[src/rtl/alu_issue_pkg.sv]
// Shared constants for the ALU issue sequencer: instruction opcodes/functs,
// ALU control encodings and the sequencer state type.
package alu_issue_pkg;

    localparam logic [5:0] OP_RTYPE = 6'd0;
    localparam logic [5:0] OP_ADDI  = 6'd1;
    localparam logic [5:0] OP_COMPI = 6'd2;

    localparam logic [5:0] FN_ADD  = 6'd0;
    localparam logic [5:0] FN_NOTB = 6'd1;
    localparam logic [5:0] FN_AND  = 6'd2;
    localparam logic [5:0] FN_XOR  = 6'd3;
    localparam logic [5:0] FN_SUB  = 6'd4;
    localparam logic [5:0] FN_SRL  = 6'd5;
    localparam logic [5:0] FN_SLL  = 6'd6;
    localparam logic [5:0] FN_SRA  = 6'd7;
    localparam logic [5:0] FN_SRLV = 6'd8;
    localparam logic [5:0] FN_SLLV = 6'd9;
    localparam logic [5:0] FN_SRAV = 6'd10;

    localparam logic [3:0] ALU_SUM  = 4'd0;
    localparam logic [3:0] ALU_NOTB = 4'd1;
    localparam logic [3:0] ALU_AND  = 4'd2;
    localparam logic [3:0] ALU_XOR  = 4'd3;
    localparam logic [3:0] ALU_DIFF = 4'd4;
    localparam logic [3:0] ALU_SRL  = 4'd5;
    localparam logic [3:0] ALU_SLL  = 4'd6;
    localparam logic [3:0] ALU_SRA  = 4'd7;

    typedef enum logic [2:0] {
        S_IDLE,
        S_READ,
        S_EXEC,
        S_WB,
        S_ERR
    } state_t;

endpackage

[src/rtl/alu_issue_ctrl_if.sv]
// Instruction-word valid/ready channel into the issue sequencer.
interface alu_issue_ctrl_if;
    logic        instr_valid;
    logic        instr_ready;
    logic [31:0] instr;

    modport master (output instr_valid, output instr, input instr_ready);
    modport slave  (input instr_valid, input instr, output instr_ready);
endinterface

[src/rtl/alu_issue_decode.sv]
// Combinational decode of an instruction word into ALU control, operand
// selects, destination register and an illegal-instruction flag.
module alu_issue_decode
    import alu_issue_pkg::*;
(
    input  logic [31:0] instr_i,
    output logic [3:0]  alu_cntrl_o,
    output logic        use_imm_o,
    output logic        var_shift_o,
    output logic [4:0]  dest_o,
    output logic        illegal_o
);
    logic [5:0] opcode;
    logic [5:0] funct;
    logic       unused_fields;

    assign opcode        = instr_i[31:26];
    assign funct         = instr_i[5:0];
    assign unused_fields = &{1'b0, instr_i[25:21], instr_i[10:6]};

    always_comb begin
        alu_cntrl_o = ALU_SUM;
        use_imm_o   = 1'b0;
        var_shift_o = 1'b0;
        dest_o      = instr_i[15:11];
        illegal_o   = 1'b0;
        case (opcode)
            OP_RTYPE: begin
                if (funct <= FN_SRA) begin
                    alu_cntrl_o = funct[3:0];
                end else begin
                    case (funct)
                        FN_SRLV: begin var_shift_o = 1'b1; alu_cntrl_o = ALU_SRL; end
                        FN_SLLV: begin var_shift_o = 1'b1; alu_cntrl_o = ALU_SLL; end
                        FN_SRAV: begin var_shift_o = 1'b1; alu_cntrl_o = ALU_SRA; end
                        default: illegal_o = 1'b1;
                    endcase
                end
            end
            OP_ADDI: begin
                use_imm_o = 1'b1;
                dest_o    = instr_i[20:16];
            end
            OP_COMPI: begin
                alu_cntrl_o = ALU_NOTB;
                use_imm_o   = 1'b1;
                dest_o      = instr_i[20:16];
            end
            default: illegal_o = 1'b1;
        endcase
    end
endmodule

[src/rtl/alu_issue_ctrl.sv]
// Multi-cycle issue sequencer in front of the 32-bit ALU: IDLE/READ/EXEC/WB.
// Define ISSUE_OVERLAP_EN to also accept instructions in WB and ERR.
module alu_issue_ctrl
    import alu_issue_pkg::*;
#(
    parameter int DW   = 32,
    parameter int AW   = 5,
    parameter int IMMW = 16
) (
    input  logic            clk,
    input  logic            rst_n,
    alu_issue_ctrl_if.slave ifc,
    output logic [AW-1:0]   rs_addr,
    output logic [AW-1:0]   rt_addr,
    input  logic [DW-1:0]   rs_data,
    input  logic [DW-1:0]   rt_data,
    output logic [DW-1:0]   alu_a,
    output logic [DW-1:0]   alu_b,
    output logic [4:0]      alu_shift,
    output logic [3:0]      alu_cntrl,
    input  logic [DW-1:0]   alu_result,
    input  logic [2:0]      alu_flag,
    output logic            wb_en,
    output logic [AW-1:0]   wb_addr,
    output logic [DW-1:0]   wb_data,
    output logic [2:0]      flags_q,
    output logic            done,
    output logic            illegal
);
`ifdef ISSUE_OVERLAP_EN
    localparam logic OVERLAP = 1'b1;
`else
    localparam logic OVERLAP = 1'b0;
`endif

    state_t          state_q, state_d;
    logic            ready_q, ready_d, accept, in_exec;
    logic [3:0]      dec_cntrl;
    logic            dec_use_imm, dec_var, dec_ill;
    logic [4:0]      dec_dest;
    logic [3:0]      cntrl_q, alu_cntrl_q;
    logic            use_imm_q, var_q, wb_en_q, done_q, illegal_q;
    logic [AW-1:0]   dest_q, rs_addr_q, rt_addr_q, wb_addr_q;
    logic [IMMW-1:0] imm_q;
    logic [DW-1:0]   res_q, alu_a_q, alu_b_q, imm_ext, exec_b;
    logic [4:0]      alu_shift_q, exec_shift;
    logic [2:0]      flag_n_q;

    alu_issue_decode u_decode (
        .instr_i     (ifc.instr),
        .alu_cntrl_o (dec_cntrl),
        .use_imm_o   (dec_use_imm),
        .var_shift_o (dec_var),
        .dest_o      (dec_dest),
        .illegal_o   (dec_ill)
    );

    assign accept     = ifc.instr_valid && ready_q;
    assign in_exec    = (state_q == S_EXEC);
    assign imm_ext    = {{(DW-IMMW){imm_q[IMMW-1]}}, imm_q};
    assign exec_b     = use_imm_q ? imm_ext : rt_data;
    assign exec_shift = var_q ? rt_data[4:0] : imm_q[10:6];

    // ALU operands are live only in EXEC (regfile data arrives then) and held otherwise
    assign alu_a     = in_exec ? rs_data    : alu_a_q;
    assign alu_b     = in_exec ? exec_b     : alu_b_q;
    assign alu_shift = in_exec ? exec_shift : alu_shift_q;
    assign alu_cntrl = in_exec ? cntrl_q    : alu_cntrl_q;

    assign ifc.instr_ready = ready_q;
    assign rs_addr = rs_addr_q;
    assign rt_addr = rt_addr_q;
    assign wb_en   = wb_en_q;
    assign wb_addr = wb_addr_q;
    assign wb_data = res_q;
    assign done    = done_q;
    assign illegal = illegal_q;

    always_comb begin
        state_d = state_q;
        case (state_q)
            S_IDLE:      if (accept) state_d = dec_ill ? S_ERR : S_READ;
            S_READ:      state_d = S_EXEC;
            S_EXEC:      state_d = S_WB;
            S_WB, S_ERR: state_d = accept ? (dec_ill ? S_ERR : S_READ) : S_IDLE;
            default:     state_d = S_IDLE;
        endcase
        ready_d = (state_d == S_IDLE) ||
                  (OVERLAP && ((state_d == S_WB) || (state_d == S_ERR)));
    end

    always_ff @(posedge clk or negedge rst_n) begin
        if (!rst_n) begin
            state_q     <= S_IDLE;
            ready_q     <= 1'b1;
            cntrl_q     <= '0;
            use_imm_q   <= 1'b0;
            var_q       <= 1'b0;
            dest_q      <= '0;
            imm_q       <= '0;
            rs_addr_q   <= '0;
            rt_addr_q   <= '0;
            alu_a_q     <= '0;
            alu_b_q     <= '0;
            alu_shift_q <= '0;
            alu_cntrl_q <= '0;
            res_q       <= '0;
            flag_n_q    <= '0;
            flags_q     <= '0;
            wb_en_q     <= 1'b0;
            wb_addr_q   <= '0;
            done_q      <= 1'b0;
            illegal_q   <= 1'b0;
        end else begin
            state_q   <= state_d;
            ready_q   <= ready_d;
            wb_en_q   <= 1'b0;
            done_q    <= 1'b0;
            illegal_q <= 1'b0;
            if (accept) begin
                cntrl_q   <= dec_cntrl;
                use_imm_q <= dec_use_imm;
                var_q     <= dec_var;
                dest_q    <= dec_dest;
                imm_q     <= ifc.instr[IMMW-1:0];
                rs_addr_q <= ifc.instr[25:21];
                rt_addr_q <= ifc.instr[20:16];
                illegal_q <= dec_ill;
            end
            if (in_exec) begin
                alu_a_q     <= rs_data;
                alu_b_q     <= exec_b;
                alu_shift_q <= exec_shift;
                alu_cntrl_q <= cntrl_q;
                res_q       <= alu_result;
                flag_n_q    <= alu_flag;
                wb_en_q     <= (dest_q != '0);
                wb_addr_q   <= dest_q;
                done_q      <= 1'b1;
            end
            // Flags become architectural only once the instruction retires
            if (state_q == S_WB) flags_q <= flag_n_q;
        end
    end
endmodule

[src/flat_wrapper.sv]
// flat-port wrapper written by rule: the top's interface ports become plain ports
module alu_issue_ctrl_flat import alu_issue_pkg::*;
#(
    parameter int DW   = 32,
    parameter int AW   = 5,
    parameter int IMMW = 16
)
  (clk, rst_n, rs_addr, rt_addr, rs_data, rt_data, alu_a, alu_b, alu_shift, alu_cntrl, alu_result, alu_flag, wb_en, wb_addr, wb_data, flags_q, done, illegal, ifc_instr_valid, ifc_instr, ifc_instr_ready);
  alu_issue_ctrl_if ifc_i ();
  input  logic clk;
  input  logic rst_n;
  output logic [AW-1:0] rs_addr;
  output logic [AW-1:0] rt_addr;
  input  logic [DW-1:0] rs_data;
  input  logic [DW-1:0] rt_data;
  output logic [DW-1:0] alu_a;
  output logic [DW-1:0] alu_b;
  output logic [4:0] alu_shift;
  output logic [3:0] alu_cntrl;
  input  logic [DW-1:0] alu_result;
  input  logic [2:0] alu_flag;
  output logic wb_en;
  output logic [AW-1:0] wb_addr;
  output logic [DW-1:0] wb_data;
  output logic [2:0] flags_q;
  output logic done;
  output logic illegal;
  input wire logic [$bits(ifc_i.instr_valid)-1:0] ifc_instr_valid;
  input wire logic [$bits(ifc_i.instr)-1:0] ifc_instr;
  output wire logic [$bits(ifc_i.instr_ready)-1:0] ifc_instr_ready;
  assign ifc_i.instr_valid = ifc_instr_valid;
  assign ifc_i.instr = ifc_instr;
  assign ifc_instr_ready = ifc_i.instr_ready;
  alu_issue_ctrl #(.DW(DW), .AW(AW), .IMMW(IMMW)) u_core (.clk(clk), .rst_n(rst_n), .ifc(ifc_i), .rs_addr(rs_addr), .rt_addr(rt_addr), .rs_data(rs_data), .rt_data(rt_data), .alu_a(alu_a), .alu_b(alu_b), .alu_shift(alu_shift), .alu_cntrl(alu_cntrl), .alu_result(alu_result), .alu_flag(alu_flag), .wb_en(wb_en), .wb_addr(wb_addr), .wb_data(wb_data), .flags_q(flags_q), .done(done), .illegal(illegal));
endmodule
[config.mk]
export PLATFORM = sky130hd
export DESIGN_NAME = alu_issue_ctrl_flat
export DESIGN_NICKNAME = d
export VERILOG_FILES = /design/src/rtl/alu_issue_pkg.sv /design/src/rtl/alu_issue_ctrl_if.sv /design/src/rtl/alu_issue_decode.sv /design/src/rtl/alu_issue_ctrl.sv /design/src/flat_wrapper.sv
export SDC_FILE = /design/constraint.sdc
export NUM_CORES = 1
export LEC_CHECK = 0
export ABC_CLOCK_PERIOD_IN_PS = 3400
export BUFFER_PORTS_ARGS = -buffer_cell sky130_fd_sc_hd__buf_2
export CAP_MARGIN = 20
export CORE_MARGIN = 2
export CORE_UTILIZATION = 30
export DETAILED_ROUTE_END_ITERATION = 8
export PLACE_DENSITY = 0.6
export SLEW_MARGIN = 20
export SYNTH_ARGS = -nofsm -noshare
export SYNTH_HDL_FRONTEND = slang
export SYNTH_SLANG_ARGS = --single-unit
[constraint.sdc]
create_clock -name clk -period 3.4 [get_ports clk]
set_input_delay 0.17 -clock clk [delete_from_list [all_inputs] [get_ports clk]]
set_output_delay 0.17 -clock clk [all_outputs]
set_load 0.01 [all_outputs]
==> run_results.csv <==
group,metric,value,unit
detailed_routing,top_layer,"met4",
grt,antenna_found_initial,1,
power_and_ir_drop,cellPowerDensity,927,mW/mm2
detailed_routing,drt-initial-drc-count,100,
cts,clkLatencyLatePin,0.41,ns
setup_path,critPathBufInv,2,
setup_path,cp-end-kind,"primary output",
timing,fin_worst_skew,0.00712,ns
power_and_ir_drop,p_comb_frac,0.409,
cts,cts_tree,"built",
detailed_routing,routed_wl,16000,um
setup_path,cp_cell_sequence,"nand2b_2 > nor2_4 > buf_12 > mux2_2 > buf_2",
cts,cts_root_buf,"clkbuf_16",
setup_path,crit_required,3.23,ns
synthesis,synth_nets,601,
detailed_routing,firstDrtPassIters,4,
cts,cts.repair.resized,0,
placement,place_inst,980,
detailed_routing,drc_errors,0,
synthesis,synth_seq_cells,160,
timing,setup_violations,0,
timing,slew_headroom,0.504,
layout,drive_above_1_share,0.499,
layout,fin_cells,1098,
timing,worst_slew_pin_slew,0.745,ns
synthesis,syn_area,0.00638,mm2
setup_path,crit_family,"buffers and inverters",
cts,htree_levels,4,
layout,final_common_cell,"buf_2",
cts,cts_made_buffers,17,
grt,grt_overflow,0,
layout,mostFrequentLayoutCells,"259 x buf_2, 159 x dfrtp_1, 104 x mux2_2, 86 x dlygate4sd3_1, 57 x a21oi_1",
setup_path,cp_max_fo,152,
floorplan,core,0.0210,mm2
timing,fin_crit_sh,0.757,
layout,syn2layout_area_growth,47.2,%
timing,finalSetupTns,0,ns
timing,final_hold_viol_count,0,
synthesis,synthCells,467,
grt,grtUsageTotal,0.142,
detailed_routing,wl_per_cell,14.6,um
power_and_ir_drop,ir_drop,0.571,mV
layout,fillCellCount,1952,
grt,grt_pass1_wl,25100,um
detailed_routing,dr_wl_met3,1080,um
power_and_ir_drop,p_seq_frac,0.365,
placement,gp_congestion,0.721,
synthesis,synthTopCellsByArea,"dfrtp_1 62%, mux2_2 18%, a21oi_1 4.5%, mux2i_1 3.9%, nor2_1 2.6%",
grt,grt_pass1_vias,4952,
timing,fmax,0.388,GHz
placement,dp_hpwl,10400,um
flow_run,maxCapViolCount,0,
synthesis,seq_area_frac_synth,0.628,
floorplan,ios,261,
synthesis,synth_top_area_cell,"dfrtp_1",
power_and_ir_drop,pwr-share-clk,0.226,
synthesis,synth_top_cell_area_share,0.624,
layout,antenna_cells,0,
floorplan,row_count,53,
placement,post-place-ws,1.32,ns
worst_hold_path,hold_class,"in -> reg",
timing,fin_crit,2.58,ns
cts,clk_pin_slew,0.06,ns
setup_path,cpMaxStageDelayCell,"buf_12",
detailed_routing,wl_met2,7790,um
grt,grt_max_degree,153,
synthesis,yosysUniqueCellTypes,38,
setup_path,cp.arrival,2.41,ns
synthesis,yosys_warnings,0,
outcome,status,"complete, no violations",
floorplan,die_w,150,um
cts,clock_path_buffers,2,
floorplan,die_h,150,um
detailed_routing,met1Wirelength,6870,um
detailed_routing,vias_per_cell,4.40,
setup_path,critPathMaxStageDelay,0.52,ns
cts,cts_sinks,160,
timing,rsz0062_at_grt,"no",
detailed_routing,vias,4836,
synthesis,syn_avg_cell_area,13.7,um2
power_and_ir_drop,power_switching,3010,uW
power_and_ir_drop,p_int,5680,uW
timing,setup_ws,0.825,ns
layout,postLayoutCellArea,0.00939,mm2
layout,fin_nets,944,
setup_path,startpoint_type,"register",
setup_path,crit_type,"reg -> out",
timing,slew_viol_final,0,
cts,cts_setup_buffers,0,
detailed_routing,final_antenna_net_count,0,
power_and_ir_drop,netSwitchingFraction,0.347,
power_and_ir_drop,p_leak,0.00436,uW
placement,port_buffers,260,
placement,placed_cell_area,0.00792,mm2
floorplan,die-area,0.0224,mm2
floorplan,start_util,0.304,
[power by group through the flow]
stage / Clock [uW] / Sequential [uW] / Combinational (uW)
after global routing: 2130 / 3290 / 3910
after CTS: 2040 / 3180 / 3610
after global placement: 0 / 3190 / 3480
after floorplan: 0 / 3300 / 2140
final: 1960 / 3180 / 3560
after detailed placement: 0 / 3210 / 3520
[worst register-to-register path, stage by stage, from the launching register on]
cell and delay (ns):
dfrtp_1 0.41, nand2b_2 0.25, nor2_4 0.13, buf_12 0.52
mux2_2 0.55
[per-layer routing]
metal / vias up / GRT usage
met3: 18 / 0.0451
li1: 2316 / -
met2: 156 / 0.237
met1: 2346 / 0.177
met5: - / 0
met4: 0 / 0.0429
[synthesized netlist by cell type]
master / instances
or2_2: 1
buf_1: 1
a32o_1: 1
a21o_1: 1
a211oi_1: 1
nor2_1: 45
a221o_1: 1
nand4_1: 1
inv_1: 2
clkbuf_1: 4
buf_6: 2
mux2_2: 104
clkinv_1: 1
dfstp_2: 1
xnor2_1: 1
buf_2: 6
nor2_4: 1
nand2_2: 1
nand2_1: 13
nand2b_2: 1
mux2_1: 1
o31ai_1: 2
a31oi_1: 1
and2_1: 2
o21ai_0: 8
nor4_2: 1
o21a_1: 1
mux2i_1: 25
or4_1: 1
a21oi_1: 57
nor4_4: 1
o21ai_2: 1
xor2_1: 1
dfrtp_1: 159
a22oi_1: 1
buf_4: 14
or2_1: 1
o211ai_2: 1
[sequential cells by signal, summed over array words and instances, names as in the netlist, 3 cells and up]
name / flops
u_core.dest_q: 5
u_core.imm_q: 16
u_core.cntrl_q: 4
u_core.rs_addr: 5
u_core.wb_addr: 5
u_core.alu_b_q: 32
u_core.alu_shift_q: 5
u_core.wb_data: 32
u_core.alu_cntrl_q: 4
u_core.rt_addr: 5
u_core.flags_q: 3
u_core.flag_n_q: 3
u_core.alu_a_q: 32
u_core.state_q: 3
[worst paths after layout]
check	start	to	slack [ns]	cells past startpoint
max	u_core.state_q[2]$_DFF_PN0_	alu_a[16]	0.82	5
min	rs_data[10]	u_core.alu_a_q[10]$_DFF_PN0_	0.02	2
max reg2reg	u_core.state_q[2]$_DFF_PN0_	u_core.alu_a_q[16]$_DFF_PN0_	1.43	4
min reg2reg	u_core.alu_a_q[30]$_DFF_PN0_	u_core.alu_a_q[30]$_DFF_PN0_	0.48	1
max in group asynchronous	rst_n	u_core.alu_a_q[0]$_DFF_PN0_	2.31	3
min in group asynchronous	rst_n	u_core.alu_b_q[10]$_DFF_PN0_	0.20	2
[kinds of logic after synthesis]
| group | count (synthesis) | synth area share |
|---|---|---|
| buffers and inverters | 30 | 0.0294 |
| AO/OA/AOI/OAI | 76 | 0.0655 |
| multiplexers | 130 | 0.225 |
| flip-flops | 160 | 0.628 |
| AND/OR/NAND/NOR | 69 | 0.0496 |
| XOR/XNOR | 2 | 0.00275 |
[cell type report]
cell class	instances	area [um2]	area share
Clock buffer	17	425	0.0453
Clock inverter	15	181	0.0193
Inverter	3	11.3	0.00120
Multi-Input combinational cell	277	2190	0.233
Sequential cell	160	4010	0.427
Tap cell	275	344	0.0367
Timing Repair Buffer	351	2230	0.238
[what timing repair did]
item / 4_1_cts / 5_1_grt
hold endpoints to repair: 113 / 1
setup endpoints to repair: 0 / 0
hold buffers: 85 / 1
[per-stage QoR]
step,utilization,total power (uW),hold WS [ns]
floorplan,-,5440,-0.126
global placement,0.378,6660,0.0688
detailed placement,0.378,6730,0.0678
CTS,0.447,8830,0.000616
global route,0.448,9330,0.0107
finish,0.448,8700,0.0209
Power figures use the tool's default switching activity.
